--- src/rtl/ripple_mon_pkg.sv ---
`default_nettype none
// ripple_mon_pkg: shared state type and filter-counter sizing for the ripple count monitor.
package ripple_mon_pkg;

   typedef enum logic [0:0] {
      INIT  = 1'b0,
      TRACK = 1'b1
   } state_e;

   localparam int STABLE_CYCLES_DFLT = 2;

   // A one-value filter still needs a one-bit counter.
   function automatic int stab_width(input int cycles);
      return (cycles > 1) ? $clog2(cycles) : 1;
   endfunction

   localparam int STAB_W = stab_width(STABLE_CYCLES_DFLT);

endpackage
`default_nettype wire

--- src/rtl/ripple_count_monitor_sync_bus.sv ---
`default_nettype none
// sync_bus: W-bit two-flop synchronizer with asynchronous active-low reset.
module sync_bus #(
   parameter int W = 3
) (
   input  logic         clk,
   input  logic         rst,
   input  logic [W-1:0] d_i,
   output logic [W-1:0] q_o
);

   logic [W-1:0] s1_q;
   logic [W-1:0] s2_q;

   always_ff @(posedge clk or negedge rst) begin
      if (!rst) begin
         s1_q <= '0;
         s2_q <= '0;
      end else begin
         s1_q <= d_i;
         s2_q <= s1_q;
      end
   end

   assign q_o = s2_q;

endmodule
`default_nettype wire

--- src/rtl/ripple_count_monitor.sv ---
`default_nettype none
// ripple_count_monitor: synchronizes and glitch-filters a ripple counter, reporting each
// accepted change as a modular delta and accumulating a wide running total.
module ripple_count_monitor
   import ripple_mon_pkg::*;
#(
   parameter int CNT_W         = 3,
   parameter int ACC_W         = 16,
   parameter int STABLE_CYCLES = 2
) (
   input  logic             clk,
   input  logic             rst,
   input  logic [CNT_W-1:0] cnt_in,
   input  logic             clr,
   output logic [CNT_W-1:0] cnt_sync,
   output logic             valid,
   output logic             step_pulse,
   output logic [CNT_W-1:0] delta,
   output logic             wrap_pulse,
   output logic [ACC_W-1:0] total,
   output logic             total_ovf
);

   localparam int             SW       = stab_width(STABLE_CYCLES);
   localparam logic [SW-1:0]  STAB_MAX = SW'(STABLE_CYCLES - 1);

   logic [CNT_W-1:0] s2;
   logic [CNT_W-1:0] s2_prev_q;
   logic [2:0]       warm_q;
   logic [SW-1:0]    stab_q, stab_d;
   logic             stable;

   state_e           state_q, state_d;
   logic [CNT_W-1:0] cnt_sync_q, cnt_sync_d;
   logic             valid_q, valid_d;
   logic             step_q, step_d;
   logic [CNT_W-1:0] delta_q, delta_d;
   logic             wrap_q, wrap_d;
   logic [ACC_W-1:0] total_q, total_d;
   logic             ovf_q, ovf_d;

   logic [CNT_W-1:0] diff;
   logic [ACC_W-1:0] total_base;
   logic [ACC_W:0]   sum;

   sync_bus #(.W(CNT_W)) u_sync (
      .clk (clk),
      .rst (rst),
      .d_i (cnt_in),
      .q_o (s2)
   );

   // warm_q marks which pipeline stages hold real samples, so reset zeros are never accepted.
   always_comb begin
      stab_d = '0;
      if (warm_q[2] && (s2 == s2_prev_q)) begin
         stab_d = (stab_q == STAB_MAX) ? STAB_MAX : stab_q + SW'(1);
      end
      stable = warm_q[1] && (stab_d == STAB_MAX);
   end

   assign diff       = s2 - cnt_sync_q;
   assign total_base = clr ? '0 : total_q;
   assign sum        = {1'b0, total_base} + (ACC_W+1)'(diff);

   always_comb begin
      state_d    = state_q;
      cnt_sync_d = cnt_sync_q;
      valid_d    = valid_q;
      step_d     = 1'b0;
      delta_d    = '0;
      wrap_d     = 1'b0;
      total_d    = total_base;
      ovf_d      = clr ? 1'b0 : ovf_q;
      case (state_q)
         INIT: begin
            if (stable) begin
               cnt_sync_d = s2;
               valid_d    = 1'b1;
               state_d    = TRACK;
            end
         end
         TRACK: begin
            if (stable && (s2 != cnt_sync_q)) begin
               cnt_sync_d = s2;
               step_d     = 1'b1;
               delta_d    = diff;
               wrap_d     = (s2 < cnt_sync_q);
               total_d    = sum[ACC_W-1:0];
               if (sum[ACC_W]) ovf_d = 1'b1;
            end
         end
         default: state_d = INIT;
      endcase
   end

   always_ff @(posedge clk or negedge rst) begin
      if (!rst) begin
         s2_prev_q  <= '0;
         warm_q     <= '0;
         stab_q     <= '0;
         state_q    <= INIT;
         cnt_sync_q <= '0;
         valid_q    <= 1'b0;
         step_q     <= 1'b0;
         delta_q    <= '0;
         wrap_q     <= 1'b0;
         total_q    <= '0;
         ovf_q      <= 1'b0;
      end else begin
         s2_prev_q  <= s2;
         warm_q     <= {warm_q[1:0], 1'b1};
         stab_q     <= stab_d;
         state_q    <= state_d;
         cnt_sync_q <= cnt_sync_d;
         valid_q    <= valid_d;
         step_q     <= step_d;
         delta_q    <= delta_d;
         wrap_q     <= wrap_d;
         total_q    <= total_d;
         ovf_q      <= ovf_d;
      end
   end

   assign cnt_sync   = cnt_sync_q;
   assign valid      = valid_q;
   assign step_pulse = step_q;
   assign delta      = delta_q;
   assign wrap_pulse = wrap_q;
   assign total      = total_q;
   assign total_ovf  = ovf_q;

endmodule
`default_nettype wire

--- config.mk ---
export PLATFORM = sky130hd
export DESIGN_NAME = ripple_count_monitor
export DESIGN_NICKNAME = d
export VERILOG_FILES = /design/src/rtl/ripple_mon_pkg.sv /design/src/rtl/ripple_count_monitor_sync_bus.sv /design/src/rtl/ripple_count_monitor.sv
export SDC_FILE = /design/constraint.sdc
export NUM_CORES = 1
export LEC_CHECK = 0
export ABC_CLOCK_PERIOD_IN_PS = 2700
export BUFFER_PORTS_ARGS = -buffer_cell sky130_fd_sc_hd__buf_2
export CAP_MARGIN = 40
export CORE_ASPECT_RATIO = 0.5
export CORE_MARGIN = 2
export CORE_UTILIZATION = 54
export CTS_CLUSTER_SIZE = 20
export DETAILED_ROUTE_END_ITERATION = 7
export PLACE_DENSITY_LB_ADDON = 0.25
export SETUP_SLACK_MARGIN = 0.2
export SKIP_LAST_GASP = 1
export SLEW_MARGIN = 20
export SYNTH_ARGS = -nofsm -noshare
export SYNTH_HDL_FRONTEND = slang
export SYNTH_SLANG_ARGS = --single-unit
--- constraint.sdc ---
create_clock -name clk -period 2.7 [get_ports clk]
set_input_delay 0.27 -clock clk [delete_from_list [all_inputs] [get_ports clk]]
set_output_delay 0.27 -clock clk [all_outputs]
set_load 0.01 [all_outputs]
==> results.md <==
- Outcome: finished clean
- CTS tree: built
- Grt ovf: 0
- Effective utilization at floorplan: 57.3%
- Final min period: 2.45 ns
- N_diodes: 0
- Die width: 84.2 um
- DP Area: 0.00195 mm2
- Total CTS buffers: 5
- Tot GR Track Use: 20.4%
- CP max-delay cell: fa_2
- Final Instance Area: around 0.0022 mm2
- Mapped Cells: 157
- Post-Route WL: ~3700 um
- Syn Area/Cell: 11.1 um2
- Sequential cell area fraction in the yosys report: 56.2%
- Crit-path max FO: 4
- Max Cap Violations: 0
- RSZ-0062 raised after global routing: yes
- WP data required: between 2 and 3 ns
- Port bufs: 31
- Clk_skew: 0.0109 ns
- FP Rows: 14
- Place WS: roughly 0.14 ns
- Final setup fails: 0
- Share of cells above drive strength 1: 34.6%
- Register area: roughly 980 um2
- Placer Congestion: 0.875
- CP startpoint kind: register
- Initial antenna violation count: 0
- Critical path data arrival time: 2.62 ns
- DR vias/cell: 5.29
- Setup CP Type: register to register
- Max Fclk: 409 MHz
- Max incr delay on CP: ~0.54 ns
- Worst r2r path cells: 11
- Lkg Pwr: about 1.1 nW
- Setup TNS: 0 ns
- Pre-antenna DRT Iters: 4
- Clock-pin slew on the worst setup and hold paths: 0.08 ns
- Slew Viols, Final: 0
- Cell Count Post-Placement: 229
- Worst Hold Class: input port to register
- CP Capture Type: register
- Yosys cell types: 32
- VDD IR-drop max: 473 uV
- Hold path cells: 1
- HPWL Detailed: 2370 um
- Largest net degree at the start of global routing: 40
- Synthesized flop and latch total: 39
- ANT nets after route: 0
- Vias in the first global route: 1,232
- DR WL/cell: 14.9 um
- Final worst-path cycle share: 90.6%
- Root Driver: clkbuf_8
- Initial drt markers: 68
- Non-filler instance count after layout: 248
- Hold Fails Final Rpt: 0
- Clock Tree Buf Depth: 2
- Clk_lat worst skew: 0.29 ns
- IO Pins: 32
- Syn nets: 171
- Die height: 44.1 um
- Core area: 0.00303 mm2
- Max-Slew Margin vs Limit: 63.5%
- DRC: 0
- Total Die Area: 0.00371 mm2
- Vias: 1,311
- CTS sink count: 39
- Area occupied by multi-input gates: about 780 um2
- Nets: around 220
- Pwr Total: 1.53 mW
- Synth warnings: 0
- Cell Pwr Density: 684 mW/mm2
- Cell area after synthesis: 0.00174 mm2
- Htree depth: 2
- Area growth, synth to finish: 28.6%
- Critical Path, Cell by Cell: inv_2 -> ha_4 -> fa_2 -> inv_2 -> fa_2 -> a21oi_2 -> nor2_2 -> buf_4 -> nand4_1 -> xor2_1 -> nor2_1
- First-pass GRT wire length: 5690 um
- # fillers: roughly 210
- Final Worst Setup Slack: 0.253 ns
- Worst-margin pin slew: between 0.5 and 0.6 ns
## layout by cell type (no fill, tap or decap), types with 3 or more instances in the layout
cell      netlist  layout
a21oi_1         7       5
and3_1          3       3
buf_2           0      31
buf_4           0      11
clkbuf_8        0       6
dfrtp_1        39      39
ha_1            6       4
inv_1          10       8
nand2_1        14      14
nand3_1         5       4
nand4_1         5       5
nor2_1         15      14
nor2b_1         5       5
o21ai_0         7       6
or3_1           4       4
xnor2_1         4       3
xor2_1         11      11
## final cells by class
type | instances | share of cell area (%)
clock buffers | 6 | 3.70
clock inverters | 2 | 1.57
inverters | 10 | 1.68
multi-input cells | 107 | 34.8
flip-flops and latches | 39 | 43.7
well taps | 40 | 2.24
repair buffers | 44 | 12.3
## cells in the mapped netlist
cell	count	share of area (%)
dfrtp_1	39	56
nor2_1	15	3.2
nand2_1	14	3.0
xor2_1	11	5.5
inv_1	10	2.2
a21oi_1	7	2.0
o21ai_0	7	2.0
ha_1	6	4.3
nand3_1	5	1.4
nand4_1	5	1.8
nor2b_1	5	1.8
or3_1	4	1.4
xnor2_1	4	2.0
and3_1	3	1.1
and3_2	2	0.86
fa_1	2	2.3
nand4b_1	2	1.0
nor3_2	2	1.2
a211oi_1	1	0.43
a21o_1	1	0.43
a21o_2	1	0.50
and2_1	1	0.36
and4_1	1	0.50
clkbuf_1	1	0.22
conb_1	1	0.22
mux2_2	1	0.65
nand2b_1	1	0.36
nand3_2	1	0.58
nor3_1	1	0.29
nor4_4	1	1.2
o21a_1	1	0.43
or2_2	1	0.36
## per-stage QoR
step | hold WS, ns | utilization, %
after floorplan | -0.0256 | -
after global placement | 0.334 | 64.5
after detailed placement | 0.336 | 64.5
after CTS | 0.0757 | 69.6
after global routing | 0.0693 | 73.7
final | 0.0792 | 73.7
## cells by family (layout without fill, tap and decap cells)
logic type / Yosys count / in the layout / share of synthesized area [%]
xor gates and xnor gates: 15 / 15 / 7.56
buffers and inverters: 11 / 62 / 2.38
other: 1 / 1 / 0.216
and+or+nand+nor: 64 / 64 / 20.5
AOI/OAI and AO/OA: 18 / 18 / 5.84
adders and majority gates: 8 / 8 / 6.63
muxes: 1 / 1 / 0.648
DFF: 39 / 39 / 56.2
## state kept, by name (all words and copies together) (netlist names)
register	flops
cnt_sync	3
total_ovf	1
u_sync.s1_q	3
delta	3
wrap_pulse	1
warm_q	3
s2_prev_q	3
step_pulse	1
total	16
state_q	1
valid	1
u_sync.q_o	3
## timing repair
item / in CTS / in global routing
setup buffers: 4 / 5
hold endpoints to repair: 0 / 18
resized for setup: 2 / 12
hold buffers: 0 / 1
pin swaps: 3 / 11
endpoints found under the setup margin: 5 / 11
## path summary, 6_finish.rpt
check | start | end | slack [ns]
min in group asynchronous | rst | total[3] | 0.47
worst max-delay path | u_sync.q_o[0] | total[8] | 0.25
worst min-delay path | cnt_in[1] | u_sync.s1_q[1] | 0.08
worst max register to register | u_sync.q_o[0] | total[8] | 0.25
max in group asynchronous | rst | cnt_sync[0] | 1.77
worst min register to register | u_sync.s1_q[2] | u_sync.q_o[2] | 0.35
## report_power, final
group          total [mW]  switching, mW  internal [mW]
combinational       0.371          0.191          0.180
sequential          0.652         0.0300          0.622
clock               0.505          0.206          0.299
## routing by layer
layer  vias to the layer above  share of wire [%]  global-route usage (%)
met5                         -                  0                       0
met4                         0                1.0                    8.39
met3                         8                4.9                    6.72
met2                        37                 47                    32.2
met1                       643                 47                    26.8
li1                        623                  -                       -
## worst max-delay path: cells and delay by family (launching register included)
kind	cells	cell delay [ns]
adder cells (fa/ha/maj)	3	1.11
flip-flops	1	0.37
buffers and inverters	3	0.27
AND/OR/NAND/NOR	3	0.23
AO/OA/AOI/OAI	1	0.18
XOR/XNOR	1	0.16
Note: power is estimated with default switching activity, not from simulation.
